## src/rtl/spi_mem_loader.sv

```systemverilog
// Bit-per-clock serial loader/readback port for the processor memories.
// Optional write bursts with address wrap: define SPI_MEM_LOADER_BURST_EN.
module spi_mem_loader #(
   parameter int DATA_W = 8,
   parameter int ADDR_W = 4,
   parameter int NUM_CH = 2,
   localparam int CH_W = (NUM_CH > 1) ? $clog2(NUM_CH) : 1
) (
   input  logic              clk,
   input  logic              rst,
   input  logic [NUM_CH-1:0] cs_n,
   input  logic              mosi,
   input  logic              lock,
   output logic              miso,
   output logic              wr_en,
   output logic [CH_W-1:0]   wr_ch,
   output logic [ADDR_W-1:0] wr_addr,
   output logic [DATA_W-1:0] wr_data,
   output logic              rd_en,
   output logic [CH_W-1:0]   rd_ch,
   output logic [ADDR_W-1:0] rd_addr,
   input  logic [DATA_W-1:0] rd_data,
   output logic              busy,
   output logic              frame_err
);

   localparam int CNT_W = $clog2(ADDR_W + DATA_W + 2);
   localparam logic [CNT_W-1:0] LAST_ADDR = CNT_W'(ADDR_W);
   localparam logic [CNT_W-1:0] LAST_DATA = CNT_W'(ADDR_W + DATA_W);
   localparam logic [CNT_W-1:0] LAST_RD   = CNT_W'(ADDR_W + DATA_W + 1);
`ifdef SPI_MEM_LOADER_BURST_EN
   localparam logic [CNT_W-1:0] FIRST_DATA = CNT_W'(ADDR_W + 1);
`endif

   typedef enum logic [2:0] {
      S_IDLE  = 3'd0,
      S_CMD   = 3'd1,
      S_ADDR  = 3'd2,
      S_WDATA = 3'd3,
      S_RTURN = 3'd4,
      S_RDATA = 3'd5,
      S_WAIT  = 3'd6
   } state_t;

   // 0: no select low, 1: exactly one low, 2: more than one low
   function automatic logic [1:0] low_count(input logic [NUM_CH-1:0] v);
      logic seen_one;
      logic seen_two;
      seen_one = 1'b0;
      seen_two = 1'b0;
      for (int i = 0; i < NUM_CH; i++) begin
         if (!v[i]) begin
            seen_two = seen_two | seen_one;
            seen_one = 1'b1;
         end
      end
      return seen_two ? 2'd2 : (seen_one ? 2'd1 : 2'd0);
   endfunction

   function automatic logic [CH_W-1:0] low_index(input logic [NUM_CH-1:0] v);
      logic [CH_W-1:0] idx;
      idx = '0;
      for (int i = 0; i < NUM_CH; i++) begin
         if (!v[i]) begin
            idx = CH_W'(i);
         end
      end
      return idx;
   endfunction

   state_t state_q, state_d;
   logic              cmd_q, cmd_d;
   logic [CH_W-1:0]   ch_q, ch_d;
   logic [ADDR_W-1:0] addr_q, addr_d;
   logic [CNT_W-1:0]  cnt_q, cnt_d;
   logic [DATA_W-1:0] wsh_q, wsh_d;
   logic [DATA_W-1:0] sh_q, sh_d;
   logic              busy_q, busy_d;
   logic              frame_err_q, frame_err_d;
   logic              wr_en_q, wr_en_d;
   logic [CH_W-1:0]   wr_ch_q, wr_ch_d;
   logic [ADDR_W-1:0] wr_addr_q, wr_addr_d;
   logic [DATA_W-1:0] wr_data_q, wr_data_d;
   logic              rd_en_q, rd_en_d;
   logic [CH_W-1:0]   rd_ch_q, rd_ch_d;
   logic [ADDR_W-1:0] rd_addr_q, rd_addr_d;
`ifdef SPI_MEM_LOADER_BURST_EN
   logic              wrote_q, wrote_d;
`endif

   logic [1:0]        low_cnt_s;
   logic [CH_W-1:0]   low_ch_s;
   logic              sel_hi_s;
   logic              all_hi_s;
   logic [ADDR_W-1:0] addr_next_s;
   logic [DATA_W-1:0] wsh_next_s;

   assign low_cnt_s   = low_count(cs_n);
   assign low_ch_s    = low_index(cs_n);
   assign sel_hi_s    = cs_n[ch_q];
   assign all_hi_s    = &cs_n;
   assign addr_next_s = ADDR_W'({addr_q, mosi});
   assign wsh_next_s  = DATA_W'({wsh_q, mosi});

   // State register
   always_ff @(posedge clk) begin
      if (rst) begin
         state_q <= S_IDLE;
      end else begin
         state_q <= state_d;
      end
   end

   // Next-state decode; cs_n on the final data edge is ignored so that edge still completes
   always_comb begin
      state_d = state_q;
      case (state_q)
         S_IDLE: begin
            if (!lock && low_cnt_s == 2'd1) begin
               state_d = S_ADDR;
            end else if (!lock && low_cnt_s == 2'd2) begin
               state_d = S_WAIT;
            end else begin
               state_d = S_IDLE;
            end
         end
         S_ADDR: begin
            if (sel_hi_s) begin
               state_d = S_IDLE;
            end else if (cnt_q == LAST_ADDR) begin
               state_d = cmd_q ? S_WDATA : S_RTURN;
            end else begin
               state_d = S_ADDR;
            end
         end
         S_WDATA: begin
            if (cnt_q == LAST_DATA) begin
`ifdef SPI_MEM_LOADER_BURST_EN
               state_d = S_WDATA;
`else
               state_d = S_WAIT;
`endif
            end else if (sel_hi_s) begin
               state_d = S_IDLE;
            end else begin
               state_d = S_WDATA;
            end
         end
         S_RTURN: begin
            if (sel_hi_s) begin
               state_d = S_IDLE;
            end else begin
               state_d = S_RDATA;
            end
         end
         S_RDATA: begin
            if (cnt_q == LAST_RD) begin
               state_d = S_WAIT;
            end else if (sel_hi_s && cnt_q != LAST_DATA) begin
               state_d = S_IDLE;
            end else begin
               state_d = S_RDATA;
            end
         end
         S_WAIT: begin
            if (all_hi_s) begin
               state_d = S_IDLE;
            end else begin
               state_d = S_WAIT;
            end
         end
         default: state_d = S_IDLE;
      endcase
   end

   // Datapath and registered-output next values
   always_comb begin
      cmd_d       = cmd_q;
      ch_d        = ch_q;
      addr_d      = addr_q;
      cnt_d       = cnt_q + CNT_W'(1);
      wsh_d       = wsh_q;
      sh_d        = '0;
      busy_d      = (state_d != S_IDLE);
      frame_err_d = 1'b0;
      wr_en_d     = 1'b0;
      wr_ch_d     = wr_ch_q;
      wr_addr_d   = wr_addr_q;
      wr_data_d   = wr_data_q;
      rd_en_d     = 1'b0;
      rd_ch_d     = rd_ch_q;
      rd_addr_d   = rd_addr_q;
`ifdef SPI_MEM_LOADER_BURST_EN
      wrote_d     = wrote_q;
`endif
      case (state_q)
         S_IDLE: begin
            if (!lock && low_cnt_s == 2'd1) begin
               cmd_d  = mosi;
               ch_d   = low_ch_s;
               cnt_d  = CNT_W'(1);
               addr_d = '0;
               wsh_d  = '0;
`ifdef SPI_MEM_LOADER_BURST_EN
               wrote_d = 1'b0;
`endif
            end else begin
               cnt_d       = '0;
               frame_err_d = !lock && (low_cnt_s == 2'd2);
            end
         end
         S_ADDR: begin
            if (sel_hi_s) begin
               frame_err_d = 1'b1;
            end else begin
               addr_d = addr_next_s;
               if (cnt_q == LAST_ADDR && !cmd_q) begin
                  rd_en_d   = 1'b1;
                  rd_ch_d   = ch_q;
                  rd_addr_d = addr_next_s;
               end else begin
                  rd_en_d = 1'b0;
               end
            end
         end
         S_WDATA: begin
            if (cnt_q == LAST_DATA) begin
               wr_en_d   = 1'b1;
               wr_ch_d   = ch_q;
               wr_addr_d = addr_q;
               wr_data_d = wsh_next_s;
               wsh_d     = '0;
`ifdef SPI_MEM_LOADER_BURST_EN
               addr_d  = addr_q + ADDR_W'(1);
               cnt_d   = FIRST_DATA;
               wrote_d = 1'b1;
`endif
            end else if (sel_hi_s) begin
`ifdef SPI_MEM_LOADER_BURST_EN
               frame_err_d = !wrote_q;
`else
               frame_err_d = 1'b1;
`endif
            end else begin
               wsh_d = wsh_next_s;
            end
         end
         S_RTURN: begin
            if (sel_hi_s) begin
               frame_err_d = 1'b1;
            end else begin
               sh_d = rd_data;
            end
         end
         S_RDATA: begin
            if (cnt_q == LAST_RD) begin
               sh_d = '0;
            end else if (sel_hi_s && cnt_q != LAST_DATA) begin
               frame_err_d = 1'b1;
            end else begin
               sh_d = DATA_W'({sh_q, 1'b0});
            end
         end
         S_WAIT: begin
            cnt_d = '0;
         end
         default: begin
            cnt_d = '0;
         end
      endcase
   end

   // Datapath and output registers
   always_ff @(posedge clk) begin
      if (rst) begin
         cmd_q       <= 1'b0;
         ch_q        <= '0;
         addr_q      <= '0;
         cnt_q       <= '0;
         wsh_q       <= '0;
         sh_q        <= '0;
         busy_q      <= 1'b0;
         frame_err_q <= 1'b0;
         wr_en_q     <= 1'b0;
         wr_ch_q     <= '0;
         wr_addr_q   <= '0;
         wr_data_q   <= '0;
         rd_en_q     <= 1'b0;
         rd_ch_q     <= '0;
         rd_addr_q   <= '0;
`ifdef SPI_MEM_LOADER_BURST_EN
         wrote_q     <= 1'b0;
`endif
      end else begin
         cmd_q       <= cmd_d;
         ch_q        <= ch_d;
         addr_q      <= addr_d;
         cnt_q       <= cnt_d;
         wsh_q       <= wsh_d;
         sh_q        <= sh_d;
         busy_q      <= busy_d;
         frame_err_q <= frame_err_d;
         wr_en_q     <= wr_en_d;
         wr_ch_q     <= wr_ch_d;
         wr_addr_q   <= wr_addr_d;
         wr_data_q   <= wr_data_d;
         rd_en_q     <= rd_en_d;
         rd_ch_q     <= rd_ch_d;
         rd_addr_q   <= rd_addr_d;
`ifdef SPI_MEM_LOADER_BURST_EN
         wrote_q     <= wrote_d;
`endif
      end
   end

   assign miso      = sh_q[DATA_W-1];
   assign busy      = busy_q;
   assign frame_err = frame_err_q;
   assign wr_en     = wr_en_q;
   assign wr_ch     = wr_ch_q;
   assign wr_addr   = wr_addr_q;
   assign wr_data   = wr_data_q;
   assign rd_en     = rd_en_q;
   assign rd_ch     = rd_ch_q;
   assign rd_addr   = rd_addr_q;

endmodule

```

## config.mk

```make
export PLATFORM = sky130hd
export DESIGN_NAME = spi_mem_loader
export DESIGN_NICKNAME = d
export VERILOG_FILES = /design/src/rtl/spi_mem_loader.sv
export SDC_FILE = /design/constraint.sdc
export NUM_CORES = 1
export LEC_CHECK = 0
export BUFFER_PORTS_ARGS = -buffer_cell sky130_fd_sc_hd__buf_2
export CAP_MARGIN = 20
export CORE_MARGIN = 5
export CORE_UTILIZATION = 45
export CTS_CLUSTER_DIAMETER = 200
export CTS_CLUSTER_SIZE = 24
export DETAILED_ROUTE_END_ITERATION = 8
export GPL_ROUTABILITY_DRIVEN = 0
export GPL_TIMING_DRIVEN = 0
export PLACE_DENSITY = 0.65
export SYNTH_ARGS = -nofsm -noshare
export SYNTH_HDL_FRONTEND = slang
export SYNTH_SLANG_ARGS = --single-unit
```

## constraint.sdc

```tcl
create_clock -name clk -period 3.14 [get_ports clk]
set_input_delay 0.628 -clock clk [delete_from_list [all_inputs] [get_ports clk]]
set_output_delay 0.628 -clock clk [all_outputs]
set_load 0.02 [all_outputs]
```

Word level (Yosys, flattened, before mapping):

Index checks and enable logic that the tools add are counted.

* bits in registers: 50
* bits in latches: 0
* memory bits (writable): 0
* memory bits (read-only): 0
* input port bits: 14
* output and inout port bits: 23
* word-level logic and storage cells: 96
* memories: 0

* add/subtract/negate cells: 1
* multipliers: 0
* div/mod/pow operators: 0
* order comparisons: 1
* eq/ne operators: 14
* shift-type cells: 0
* muxes and demuxes: 41
* bitwise operators: 3
* reductions and logical operators: 20

Operators with widths (number)
* $mux W3: 10
* $mux W8: 3
* $mux W7: 3
* $pmux W3 S6: 1
* $pmux W4 S2: 2
* $pmux W8 S2: 1
* $mux W1: 15
* $pmux W7 S2: 1
* $eq A3 B3 Y1 const B: 3
* $reduce_and A3 Y1: 3
* $eq A4 B4 Y1 const B: 2
* $mux W4: 2
* $eq A3 B2 Y1 const B: 2
* $reduce_and A2 Y1: 3
* $add A4 B1 Y4 const B: 1
* $eq A4 B3 Y1 const B: 1
* $logic_and A1 B1 Y1: 4
* $mux W2: 2
* $ne A2 B2 Y1 const B: 2
* $ne A4 B4 Y1 const B: 1
* $pmux W1 S4: 1
* $reduce_bool A2 Y1: 2
* $reduce_or A2 Y1: 2
* $reduce_or A4 Y1: 1
* other kinds (9): 12

Logic depth before layout (Yosys ltp):

* depth in word-level cells: 10
* depth in mapped cells: 8
* depth with buffers taken out: 6

Worst setup path before layout:

Ideal clock, no wire load.

* kind: input port to flip-flop
* from: input cs_n[1]
* to: register busy_q, in the netlist busy
* library setup time: 77 ps
* arrival: 1964 ps
* data required time: 3063 ps
* path slack: 1099 ps
* cell stages on the path: 6
* buffers on the path: 0
* cells stage by stage: inv_1 > ha_1 > or4b_4 > a21o_1 > a2bb2oi_2 > a41oi_2

* longest elaborated chain between the ends: 9
* elaborated cells between the ends (all ways): 23
* classes of those cells: eq/ne: 2; mux: 16; reduce/logical: 5

RTL lines
* start, declared: line 11 `input logic [NUM_CH-1:0] cs_n,`
* $mux W1: line 52 `if (!v[i]) begin`
* $mux W1: line 57 `return seen_two ? 2'd2 : (seen_one ? 2'd1 : 2'd0);`
* $mux W2: line 57
* $eq A2 B2 Y1: line 121 `end else if (!lock && low_cnt_s == 2'd2) begin`
* $logic_and A1 B1 Y1: line 121
* $mux W3: line 121
* $mux W3: line 119 `if (!lock && low_cnt_s == 2'd1) begin`
* $pmux W3 S6 (*): line 117 `case (state_q)`
* $reduce_bool A3 Y1 (*): line 184 `busy_d = (state_d != S_IDLE);`
* end signal, assigned: line 301 `busy_q <= busy_d;`
* end, declared: line 78 `logic busy_q, busy_d;`

Mark *: on every way between the ends. The rest lies on a longest branch, timed or not. The select of a mux whose other input is x is not followed.
A chain may end at the register's enable or synchronous reset.

Worst setup path after layout:

* from: input cs_n[1]
* to: register state_q[1]

* longest elaborated chain between the ends: 8
* elaborated cells between the ends (all ways): 18
* classes of those cells: eq/ne: 2; mux: 13; reduce/logical: 3

RTL lines
* $mux W1: line 52
* $mux W1: line 57
* $mux W2: line 57
* $eq A2 B2 Y1: line 121
* $logic_and A1 B1 Y1: line 121
* $mux W3: line 121
* $mux W3: line 119
* $pmux W3 S6 (*): line 117
* end signal, assigned: line 110 `state_q <= state_d;`
* end, declared: line 71 `state_t state_q, state_d;`

Marked as above.

==> results_tabular.tex <==
\begin{tabular}{lr}
\hline
Metric & Value \\
\hline
\multicolumn{2}{l}{\textbf{Final layout}} \\
Flip-flop and latch area & 1000 um\^{}2 \\
Layout cell share with drive strength beyond 1 & 20.4\% \\
Final-stage net count & 303 \\
Multi-input logic area & 1030 um\^{}2 \\
Diodes inserted & 0 \\
\# fillers & 452 \\
Area growth from synthesis to layout & 15.6\% \\
Post-Route Utilization & 52.5\% \\
\multicolumn{2}{l}{\textbf{Logic synthesis}} \\
Most frequent cell after synthesis & dfxtp\_1 \\
Most numerous cell types in the synthesized netlist & dfxtp\_1, nand2\_1, a21oi\_1, nor2\_1, o21ai\_0 \\
Flip-flop cell with the highest count after synthesis & dfxtp\_1 \\
Post-Syn Area & 2120 um\^{}2 \\
Synth cell types & 40 \\
Seq cells post-synth & 50 \\
Top cells by area, synth & dfxtp\_1, a21oi\_1, nand2\_1 \\
Post-synthesis net count & 260 \\
Mean area per synthesized cell & 8.79 um\^{}2 \\
Post-synthesis instance total & 241 \\
Yosys warnings & 0 \\
Number of flops mapped to enable cells by yosys & 0 \\
Post-synthesis async set-or-reset flop share & 0\% \\
Portion of the post-synthesis area used by sequential elements & 47.3\% \\
Largest area contributor in the netlist & dfxtp\_1 \\
Top-area cell type share of the netlist area & 47.3\% \\
\multicolumn{2}{l}{\textbf{Clock network}} \\
TritonCTS Buffers & 5 \\
Number of hold buffers added after CTS & 0 \\
TritonCTS clock tree & yes \\
Setup repair bufs after CTS & 0 \\
Post-cts repair resize count & 0 \\
Number of levels the H-tree was split into & 2 \\
Clock sinks & 50 \\
Number of buffers on the longest clock path & 2 \\
Clock network latency to the later pin of the worst-skew pair & 300 ps \\
Clock tree root buffer cell & clkbuf\_8 \\
CTS clk-pin slew, worst paths & 90 ps \\
\multicolumn{2}{l}{\textbf{Global routing}} \\
Largest net degree at the start of global routing & 16 \\
Via count of the first global-routing pass & 1,732 \\
Total GRT Usage & 16.1\% \\
First-pass GRT wire length & 7890 um \\
Grt total ovfl & 0 \\
Initial antenna violation count & 0 \\
\multicolumn{2}{l}{\textbf{Critical path}} \\
Critical path buffers and inverters & 2 \\
Required time of the critical path & 3370 ps \\
Chain of cells forming the critical path & buf\_2, inv\_1, ha\_1, or4b\_4, a21o\_1, a2bb2oi\_2, a21oi\_1 \\
Category of the worst setup path launch point & primary input \\
Critical path's slowest cell & or4b\_4 \\
Largest delay contributor family on the critical path & compound AO/OA/AOI/OAI gates \\
WS Path Type & primary input to flop \\
Critical path's largest stage delay & 490 ps \\
Element type at the critical path end & flop \\
Arrival time worst endpoint & 2260 ps \\
Register-to-Register Setup Slack & 1120 ps \\
Worst Path Max Fanout & 8 \\
\multicolumn{2}{l}{\textbf{STA}} \\
Largest clock skew in the final design & 7.70 ps \\
Post-route worst hold slack & 452 ps \\
Final hold vios & 0 \\
RSZ-0062 raised after global routing & no \\
Final setup viols & 0 \\
Highest attainable clock frequency & 0.493 GHz \\
Final period demand of the worst path & 2030 ps \\
Final worst path period share & 64.6\% \\
Max transition margin & 44.1\% \\
Final number of max-transition violations & 0 \\
TNS Setup & 0 ps \\
Least-Margin Pin Slew & 814 ps \\
\multicolumn{2}{l}{\textbf{Floorplanning}} \\
Placeable core region & 4660 um\^{}2 \\
Placement row count & 25 \\
Overall die area & 6180 um\^{}2 \\
Die width & 78.6 um \\
Initial Utilization & 45.4\% \\
Count of boundary I/O pins & 37 \\
Die span in y & 78.6 um \\
\multicolumn{2}{l}{\textbf{Power}} \\
Max VDD drop & 0.252 mV \\
Fraction of power spent switching nets & 25.4\% \\
Lkg Pwr & 0.000907 uW \\
Combinational share of power & 9.4\% \\
Design internal power & 835 uW \\
Clock power frac & 32.6\% \\
Net Sw Power & 284 uW \\
Total power per unit cell area & 457 nW/um\^{}2 \\
Share of power burned in registers & 58.1\% \\
\multicolumn{2}{l}{\textbf{Route}} \\
Detail-routed via count per cell & 5.32 \\
Highest routed layer & met4 \\
Post-detailed-route DRC marker count & 0 \\
Detailed-route wire length on metal 1 & 2290 um \\
Iteration-0 DRC Markers & 110 \\
Via Count & 1,798 \\
Total length of routed wires & 4530 um \\
Routed wirelength normalized by instance count & 13.4 um \\
Met3 Wirelength & 273 um \\
Final antenna-violating net count & 0 \\
Length of routed met2 wiring & 1890 um \\
DR pass1 iterations & 4 \\
\multicolumn{2}{l}{\textbf{Flow run}} \\
Max\_cap viols & 0 \\
\multicolumn{2}{l}{\textbf{Placed design}} \\
Number of buffers added on ports & 36 \\
Post-DP HPWL & 3280 um \\
\multicolumn{2}{l}{\textbf{Status}} \\
Result of the run & complete, no violations \\
\multicolumn{2}{l}{\textbf{Worst hold path}} \\
Worst min-delay path category & flop to flop \\
\hline
\end{tabular}
## cell type report
type | instances | share of cell area, %
multi-input cells | 171 | 42.1
flip-flops and latches | 50 | 40.9
repair buffers | 36 | 7.36
clock buffers | 5 | 2.81
well taps | 54 | 2.76
plain buffers | 14 | 2.61
inverters | 6 | 0.920
clock inverters | 2 | 0.562
## per-stage QoR
stage,total power (uW),std cells,cell area (um^2),setup WS [ps]
2_1_floorplan,736,241,2120,1100
3_3_place_gp,768,331,2370,828
3_5_place_dp,769,331,2370,816
4_1_cts,1130,338,2450,1130
5_1_grt,1170,338,2450,978
6_report,1120,338,2450,1110
## worst paths after layout
| check | startpoint | to | cells past startpoint |
|---|---|---|---|
| setup / recovery | cs_n[1] | state_q[1] | 7 |
| hold / removal | wr_addr[1] | wr_addr[1] | 2 |
| setup reg to reg | cnt_q[0] | busy | 7 |
| hold reg to reg | wr_addr[1] | wr_addr[1] | 2 |
## sequential cells by signal, indices dropped and copies added (netlist names), 3 cells and up
signal,count
addr_q,4
rd_addr,4
wr_addr,4
sh_q,8
wsh_q,7
state_q,3
cnt_q,4
wr_data,8
## power groups by stage
stage	Sequential [uW]	Combinational (uW)	Clock (uW)
after global placement	665	103	0
after global routing	652	116	401
after detailed placement	665	104	0
after floorplan	666	70.1	0
final	650	105	364
after CTS	650	105	377
## cells by family (layout without fill, tap and decap cells)
family                     after synthesis  count (layout)  synth area share [%]
AOI/OAI and AO/OA                       63              63                  18.4
adders and majority gates                5               5                  2.95
DFF                                     50              50                  47.3
muxes                                    7               7                  3.54
buffers and inverters                   20              63                  4.08
xor gates and xnor gates                 3               3                  1.24
and+or+nand+nor                         93              93                  22.6
## worst reg2reg max path, stage by stage, from the launching register on
cell and delay [ps]:
dfxtp_1 410, inv_1 70, ha_1 250, and3_1 160, clkbuf_1 150, nor3_2 480, a2bb2oi_2 240, a41oi_2 130
## routing by layer
| metal | up-vias | global-route usage, % |
|---|---|---|
| met3 | 6 | 4.47 |
| met4 | 0 | 8.39 |
| met5 | - | 0 |
| met2 | 49 | 23.8 |
| met1 | 811 | 21.4 |
| li1 | 932 | - |
## layout by cell type, fill, tap and decap left out, types with 2 or more instances in the layout
master    count
nor2_1       16
and3_1        2
dfxtp_1      50
clkbuf_1     10
inv_1         6
a21o_1        2
nor3b_1       2
nand2_1      34
clkbuf_8      5
nor3_1        7
buf_2        39
xnor2_1       2
nand2b_1      4
nor3_2        2
o21ai_0      12
a21oi_1      33
or2_2         2
ha_1          5
nand3b_1      2
a22oi_1       7
nand4_1       8
nand3_1       8
mux2i_1       6
No activity file was read; power rests on OpenSTA's default activity.
